--- src/rtl/dpcm_enc_multi.sv ---
// ---------------------------------------------------------------------------
// dpcm_enc_multi
//   Three-channel DC DPCM encoder for the JPEG path. Y, Cr and Cb quantised DC
//   coefficients share one input stream and are tagged by mode. Each channel
//   keeps its own predictor and block counter. The encoder emits the signed DC
//   difference through a single-stage valid/ready output register.
//
//   Optional feature: define DPCM_SAT_EN to clamp the difference to the
//   DATA_W signed range. The result is then sign-extended onto out_data.
//
// Parameters
//   DATA_W    width of the signed DC input
//   BLOCKS_Y  DC samples per frame on Y
//   BLOCKS_C  DC samples per frame on each of Cr and Cb
//
// Ports
//   clk        system clock, rising edge
//   rst_n      asynchronous active-low reset
//   clear      synchronous flush of all predictors and counters
//   mode       channel tag: 01 Y, 10 Cr, 11 Cb, 00 illegal
//   in_data    signed DC coefficient
//   in_valid   in_data/mode valid
//   in_ready   block can accept this cycle
//   out_data   signed DPCM difference (DATA_W+1 bits)
//   out_mode   channel tag of out_data
//   out_valid  out_data valid
//   out_ready  downstream accepts this cycle
//   out_last   out_data is the final sample of its channel's frame
//   mode_err   one-cycle pulse after an input with mode 00 is accepted
//   ch_busy    bit i set while channel i (0=Y, 1=Cr, 2=Cb) is mid-frame
// ---------------------------------------------------------------------------
module dpcm_enc_multi #(
   parameter int DATA_W   = 12,
   parameter int BLOCKS_Y = 256,
   parameter int BLOCKS_C = 64
) (
   input  logic              clk,
   input  logic              rst_n,
   input  logic              clear,
   input  logic [1:0]        mode,
   input  logic [DATA_W-1:0] in_data,
   input  logic              in_valid,
   output logic              in_ready,
   output logic [DATA_W:0]   out_data,
   output logic [1:0]        out_mode,
   output logic              out_valid,
   input  logic              out_ready,
   output logic              out_last,
   output logic              mode_err,
   output logic [2:0]        ch_busy
);

   localparam int BLOCKS_MAX = (BLOCKS_Y > BLOCKS_C) ? BLOCKS_Y : BLOCKS_C;
   localparam int CNT_W      = $clog2(BLOCKS_MAX + 1);

   typedef enum logic [1:0] {
      MODE_ILL = 2'b00,
      MODE_Y   = 2'b01,
      MODE_CR  = 2'b10,
      MODE_CB  = 2'b11
   } mode_t;

   logic signed [DATA_W-1:0] pred [3];
   logic        [CNT_W-1:0]  cnt  [3];

   logic                     accept;
   logic                     legal;
   logic                     load;
   logic [1:0]               ch;
   logic [CNT_W-1:0]         cnt_inc;
   logic [CNT_W-1:0]         blocks_sel;
   logic                     is_last;
   logic signed [DATA_W:0]   in_ext;
   logic signed [DATA_W:0]   pred_ext;
   logic signed [DATA_W:0]   diff;
   logic signed [DATA_W:0]   diff_q;

`ifdef DPCM_SAT_EN
   localparam logic signed [DATA_W:0] SAT_MAX = {2'b00, {(DATA_W-1){1'b1}}};
   localparam logic signed [DATA_W:0] SAT_MIN = {2'b11, {(DATA_W-1){1'b0}}};
`endif

   assign in_ready = !out_valid || out_ready;
   assign accept   = in_valid && in_ready;
   assign load     = accept && legal && !clear;

   // NOTE: every signal driven here gets a default first, so no path can leave
   // one unassigned and infer a latch.
   always_comb begin
      legal      = 1'b1;
      ch         = 2'd0;
      blocks_sel = CNT_W'(BLOCKS_C);
      case (mode_t'(mode))
         MODE_Y:  begin ch = 2'd0; blocks_sel = CNT_W'(BLOCKS_Y); end
         MODE_CR: ch = 2'd1;
         MODE_CB: ch = 2'd2;
         default: legal = 1'b0;
      endcase
   end

   assign cnt_inc  = cnt[ch] + CNT_W'(1);
   assign is_last  = (cnt_inc == blocks_sel);

   // Both operands are widened by one bit, so the subtraction is exact.
   assign in_ext   = {in_data[DATA_W-1], in_data};
   assign pred_ext = {pred[ch][DATA_W-1], pred[ch]};
   assign diff     = in_ext - pred_ext;

`ifdef DPCM_SAT_EN
   always_comb begin
      diff_q = diff;
      if (diff > SAT_MAX)      diff_q = SAT_MAX;
      else if (diff < SAT_MIN) diff_q = SAT_MIN;
   end
`else
   assign diff_q = diff;
`endif

   // Per-channel state. IDLE/RUN is derived from the counter, not stored.
   // The last sample of a frame returns the channel to a raw start.
   // NOTE: the predictor array is small and its reset value is part of the
   // behaviour (the first frame starts from raw), so it is reset like any flop.
   always_ff @(posedge clk or negedge rst_n) begin
      if (!rst_n) begin
         for (int i = 0; i < 3; i++) begin
            pred[i] <= '0;
            cnt[i]  <= '0;
         end
      end else if (clear) begin
         for (int i = 0; i < 3; i++) begin
            pred[i] <= '0;
            cnt[i]  <= '0;
         end
      end else if (load) begin
         if (is_last) begin
            pred[ch] <= '0;
            cnt[ch]  <= '0;
         end else begin
            pred[ch] <= in_data;
            cnt[ch]  <= cnt_inc;
         end
      end
   end

   // Single-stage output register. A pending output survives clear and is
   // held while downstream stalls. in_ready is low in that case, so load
   // cannot overwrite it.
   // NOTE: state registers use non-blocking assignments so every flop samples
   // the pre-edge values regardless of statement order.
   always_ff @(posedge clk or negedge rst_n) begin
      if (!rst_n) begin
         out_valid <= 1'b0;
         out_data  <= '0;
         out_mode  <= 2'b00;
         out_last  <= 1'b0;
         mode_err  <= 1'b0;
      end else begin
         mode_err <= accept && !legal && !clear;
         if (load) begin
            out_valid <= 1'b1;
            out_data  <= diff_q;
            out_mode  <= mode;
            out_last  <= is_last;
         end else if (out_ready) begin
            out_valid <= 1'b0;
         end
      end
   end

   always_comb begin
      for (int i = 0; i < 3; i++) ch_busy[i] = (cnt[i] != '0);
   end

endmodule
--- config.mk ---
export PLATFORM = sky130hd
export DESIGN_NAME = dpcm_enc_multi
export DESIGN_NICKNAME = d
export VERILOG_FILES = /design/src/rtl/dpcm_enc_multi.sv
export SDC_FILE = /design/constraint.sdc
export NUM_CORES = 1
export LEC_CHECK = 0
export CORE_MARGIN = 1
export CORE_UTILIZATION = 37
export DETAILED_ROUTE_END_ITERATION = 10
export SLEW_MARGIN = 20
export SYNTH_ARGS = -nofsm -noshare
export SYNTH_HDL_FRONTEND = slang
export SYNTH_SLANG_ARGS = --single-unit
--- constraint.sdc ---
create_clock -name clk -period 5.39 [get_ports clk]
set_input_delay 0.8085 -clock clk [delete_from_list [all_inputs] [get_ports clk]]
set_output_delay 0.8085 -clock clk [all_outputs]
set_load 0.03 [all_outputs]
Word-level counts from Yosys, hierarchy flattened --
Index checks and enable logic that the tools add are counted.
Cells by class: $add $sub $neg 2, $mul 0, div/mod/pow operators 0, order comparisons 2, equality and inequality tests 4, shift-type cells 0, muxes and demuxes 23, bitwise operators 5, reductions and logical operators 16
Operators with widths (number):
- 36-bit 2-to-1 mux | 3
- 27-bit 2-to-1 mux | 3
- 36-bit bitwise AND | 1
- 36-bit bitwise mux | 1
- 12-bit 2-to-1 mux | 3
- 9-bit 2-to-1 mux | 4
- 36-bit NOT | 1
- 27-bit bitwise AND | 1
- 27-bit bitwise mux | 1
- 27-bit NOT | 1
- 9-bit nonzero test | 3
- 12-bit binary-select mux with 2-bit select | 1
- 12-bit demux with 2-bit select | 1
- 9-bit binary-select mux with 2-bit select | 1
- 9-bit demux with 2-bit select | 1
- 12-bit by 12-bit subtractor with 13-bit output | 1
- 9-bit by 1-bit adder with 9-bit output, second input constant | 1
- 9-bit equality test | 1
- 1-bit logical AND | 6
- 2-bit equality test, second input constant | 2
- 2-bit case mux with 2 select lines | 1
- 2-bit nonzero test | 2
- 3-bit greater-or-equal comparator, second input constant | 1
- 1-bit zero test | 3
- other kinds (6) | 8
Storage, ports and cells: bits in registers 81, latch bits 0, bits in writable memories 0, memory bits (read-only) 0, input bits 19, output and inout bits 22, word-level logic and storage cells 63, memories kept 0

Depth between registers and ports, before layout --
depth after elaboration 12, gate-level depth with buffers 15, gate-level depth less buffers 12

Least setup slack after synthesis --
OpenSTA, ideal clock, no wires.
path kind input -> register, start input mode[0], end register out_data[10], library setup time 134 ps, arrival time 3819 ps, data required time 5256 ps, slack 1437 ps, stages on the path 15, buffers on the path 3, path through buf_6 clkbuf_1 buf_1 mux2i_1 a21oi_1 ha_1 inv_1 fa_1 a21o_1 a21oi_1 o21bai_1 a211o_1 a31o_2 xnor2_1 o21ai_0
On the way: longest elaborated chain between the ends 7, elaborated cells between the ends (all ways) 13, those cells by class add/sub: 1; eq/ne: 3; mux: 5; bitwise: 1; reduce/logical: 3
RTL lines:
- from (decl) | line 40 | input logic [1:0] mode,
- 2-bit equality test | line 93 | case (mode_t'(mode))
- 2-bit case mux with 2 select lines | line 93
- 2-bit NOT with 3-bit output (not written as such) | line 106 | assign pred_ext = {pred[ch][DATA_W-1], pred[ch]};
- 12-bit binary-select mux with 2-bit select | line 106
- 12-bit 2-to-1 mux (not written as such) (2 in a row) | line 106
- 12-bit by 12-bit subtractor with 13-bit output | line 107 | assign diff = in_ext - pred_ext;
- to (signal assigned) | line 161 | out_data <= diff_q;
- to (decl) | line 44 | output logic [DATA_W:0] out_data,
Parallel ways exist; a longest one is shown, timed or not. The select of a mux whose other input is x is not followed. A chain may end at the register's enable or synchronous reset.

Final worst setup path --
start input mode[0], end register pred[18] in the netlist's numbering
On the way: longest elaborated chain between the ends 12, elaborated cells between the ends (all ways) 27, those cells by class add/sub: 1; order compare: 2; eq/ne: 4; mux: 12; bitwise: 3; reduce/logical: 5
RTL lines:
- parallel branches: the longest is 12 deep, another holds 9-bit by 1-bit adder with 9-bit output
- to (signal, indexed assignment) | line 139 | pred[ch] <= in_data;
- to (decl) | line 63 | logic signed [DATA_W-1:0] pred [3];
Several ways; the timed one is not identified. The select of a mux whose other input is x is not followed.

==> flow_metrics.env <==
export IMPL_status="finished, final reports clean"
export IMPL_antenna_found_initial=0
export IMPL_vias=3796
export IMPL_synth_xor_area_share_pct=3.09
export IMPL_synth_compound_area_share_pct=17.6
export IMPL_cp_max_fo=41
export IMPL_cts_tree="yes"
export IMPL_grt_overflow_total=0
export IMPL_clk_pin_slew_ns=0.06
export IMPL_hpwl_um=7540
export IMPL_place_area_um2=5340
export IMPL_numCtsBuffers=9
export IMPL_finalWorstSetupSlack_ns=1.40
export IMPL_wl_per_cell_um=15.6
export IMPL_seq_area_frac_synth_pct=42.0
export IMPL_async_flop_share_pct=100
export IMPL_port_buffer_count=40
export IMPL_dr_pass1_iters=5
export IMPL_setup_violations=0
export IMPL_grt_max_degree=85
export IMPL_cp_cell_sequence="clkdlybuf4s50_1 > buf_4 > nand4b_1 > a21oi_1 > a41oi_2 > nand3_1 > o22a_1 > a2111oi_4 > buf_12 > o32ai_1"
export IMPL_finalCritPeriodShare_pct=74.0
export IMPL_syn_nets=551
export IMPL_setup_tns_ns=0
export IMPL_place_congestion=0.898
export IMPL_diodes=0
export IMPL_synth_top_family_by_area="simple AND/OR/NAND/NOR gates"
export IMPL_multi_input_area_um2=2550
export IMPL_ant_nets=0
export IMPL_crit_path_start_kind="input pin"
export IMPL_slew_headroom_pct=32.5
export IMPL_drt_total_wl_um=11200
export IMPL_synth_simple_area_share_pct=20.9
export IMPL_core_um2=12700
export IMPL_hold_violations=0
export IMPL_grt_pass1_wl_um=18600
export IMPL_start_util_pct=38.0
export IMPL_clk_latency_ns=0.34
export IMPL_crit_required_ns=5.57
export IMPL_grt_pass1_vias=3784
export IMPL_powerDensity_nw_per_um2=282
export IMPL_synth_area_mux_share_pct=7.45
export IMPL_cts_root_buf="clkbuf_16"
export IMPL_yosys_area_top_type_share_pct=42.0
export IMPL_worst_setup_path_type="in -> reg"
export IMPL_viasPerCell=5.29
export IMPL_dp_slack_ns=1.06
export IMPL_yosysUniqueCellTypes=55
export IMPL_worst_path_buf_inv=3
export IMPL_synth_area_leader_cell="dfrtp_1"
export IMPL_yosys_top_cells_area="dfrtp_1, nand2_1, nand3b_1"
export IMPL_skew_ns=0.00477
export IMPL_cp_end_kind="flop"
export IMPL_nFillCells=1263
export IMPL_synth_area_per_cell_um2=9.31
export IMPL_ys_ff_latch=81
export IMPL_clk_path_buf_depth=2
export IMPL_synth_ff_type="dfrtp_1"
export IMPL_die_w_um=116
export IMPL_synthToLayoutAreaGrowth_pct=15.9
export IMPL_syn_cell_area_um2=4820
export IMPL_cts_sinks=81
export IMPL_drv_cap=0
export IMPL_die_area_um2=13500
export IMPL_synth_edf_count=0
export IMPL_grt_use_total_pct=18.0
export IMPL_max_freq_mhz=251
export IMPL_register_area_um2=2030
export IMPL_rsz0062_at_grt="false"
export IMPL_synthCells=518
export IMPL_finalCriticalPeriod_ns=3.99
export IMPL_finalMaxSlewViolations=0
export IMPL_hold_buffers=0
export IMPL_yosysWarnings=0
export IMPL_p_leak_nw=2.29
export IMPL_tightest_slew_ns=1.01
export IMPL_crit_family="buffers and inverters"
export IMPL_power_total_w=0.00158
export IMPL_synth_adder_area_share_pct=3.79
export IMPL_nNetsFinal=575
export IMPL_drt_initial_drc_count=224
export IMPL_cts_resized_gates=0
export IMPL_min_path_type="reg -> reg"
export IMPL_cts_max_level=3
export IMPL_slowest_stage="clkdlybuf4s50_1"
export IMPL_drc_errors=0
export IMPL_drive_above_1_share_pct=10.8
export IMPL_rows=41
export IMPL_ir_worst_vdd_mv=0.189
export IMPL_crit_arrival_ns=4.17
export IMPL_design_area_um2=5590
export IMPL_postCtsSetupBuffers=0
export IMPL_ios=41
export IMPL_critPathMaxStageDelay_ns=0.97
export IMPL_die_height_um=116
## worst reg2reg max path: cells and delay by family, from the launching register on
kind / cells / cell delay, ns
buffers and inverters: 1 / 0.32
multiplexers: 1 / 0.11
adder cells (fa/ha/maj): 1 / 0.24
AO/OA/AOI/OAI: 4 / 1.18
AND/OR/NAND/NOR: 2 / 0.47
flip-flops: 1 / 0.42
## Yosys cell counts, drive strengths merged, types with 2 or more instances
master / count
xor2: 11
dfrtp: 81
and2: 2
xnor2: 6
nor3: 9
nand3b: 31
o21ai: 43
a21oi: 29
nor4: 5
mux2i: 22
nand2: 70
o41ai: 4
inv: 19
o21bai: 2
ha: 13
nor2b: 14
o21a: 2
clkbuf: 28
mux2: 8
o32ai: 13
nand3: 8
or2: 2
or3: 4
buf: 8
and3: 3
a211oi: 15
nand2b: 3
nor2: 48
## metal layers
layer / global-route usage [%] / wire [µm]
met4: 5.73 / 193
met2: 30.8 / 5570
met1: 22.8 / 5070
met5: 0 / 0
met3: 3.53 / 347
## state kept, by name, indices dropped and copies added (netlist names)
signal and cells:
out_valid 1, mode_err 1, out_data 13, cnt 27
pred 36, out_mode 2, out_last 1
## logic make-up (layout without fill, tap and decap cells)
| logic type | Yosys count | count (layout) |
|---|---|---|
| and+or+nand+nor | 202 | 202 |
| AOI/OAI and AO/OA | 119 | 119 |
| DFF | 81 | 81 |
| buffers and inverters | 55 | 82 |
| muxes | 30 | 30 |
| xor gates and xnor gates | 17 | 17 |
| adders and majority gates | 14 | 14 |
## report_power, final
| part | leakage, nW | total [W] | internal [W] | switching [W] |
|---|---|---|---|---|
| clock | 0.120 | 0.000532 | 0.000307 | 0.000225 |
| sequential | 1.09 | 0.000682 | 0.000654 | 0.0000276 |
| combinational | 1.08 | 0.000363 | 0.000149 | 0.000214 |
## stage by stage
step | util (%) | cells | hold WS (ns)
finish | 44.1 | 717 | 0.480
global route | 44.1 | 717 | 0.506
CTS | 44.1 | 717 | 0.487
detailed placement | 42.1 | 703 | 0.474
global placement | 42.1 | 703 | 0.456
floorplan | - | 518 | 0.477
## cell type report
| class | count | area share [%] |
|---|---|---|
| inverters | 19 | 1.28 |
| repair buffers | 49 | 8.53 |
| well taps | 172 | 3.85 |
| multi-input cells | 382 | 45.7 |
| clock inverters | 1 | 0.0896 |
| clock buffers | 13 | 4.30 |
| flip-flops and latches | 81 | 36.3 |
## worst paths after layout
check                                          end                    start  slack (ns)  cells past startpoint
setup / recovery              pred[18]$_DFFE_PN0P_                  mode[0]        1.40                     10
max in group asynchronous      pred[8]$_DFFE_PN0P_                    rst_n        4.36                      1
hold / removal             out_data[0]$_DFFE_PN0P_  out_data[0]$_DFFE_PN0P_        0.48                      2
hold reg to reg            out_data[0]$_DFFE_PN0P_  out_data[0]$_DFFE_PN0P_        0.48                      2
setup reg to reg              pred[18]$_DFFE_PN0P_       cnt[0]$_DFFE_PN0P_        2.50                      9
min in group asynchronous      cnt[25]$_DFFE_PN0P_                    rst_n        0.52                      1
## cells in the final DEF, fill, tap and decap left out, types with 2 or more instances in the layout
| cell | count |
|---|---|
| o21bai_1 | 2 |
| o21ai_0 | 15 |
| nor2b_1 | 14 |
| buf_4 | 8 |
| o21a_1 | 2 |
| a211oi_1 | 15 |
| a21oi_1 | 29 |
| nand3_1 | 8 |
| o32ai_1 | 13 |
| mux2i_4 | 3 |
| clkbuf_16 | 9 |
| and3_1 | 3 |
| nand2b_1 | 3 |
| nand3b_1 | 31 |
| xor2_1 | 11 |
| nand2_1 | 70 |
| inv_1 | 19 |
| and2_0 | 2 |
| clkbuf_1 | 4 |
| mux2_2 | 3 |
| ha_1 | 13 |
| o21ai_1 | 7 |
| mux2_1 | 3 |
| clkdlybuf4s50_1 | 38 |
| mux2_4 | 2 |
| nor4_1 | 5 |
| dfrtp_1 | 81 |
| or3_1 | 4 |
| o41ai_1 | 4 |
| o21ai_2 | 21 |
| nor2_1 | 47 |
| nor3_1 | 7 |
| xnor2_1 | 6 |
| mux2i_1 | 18 |
No activity file was read; power rests on OpenSTA's default activity.
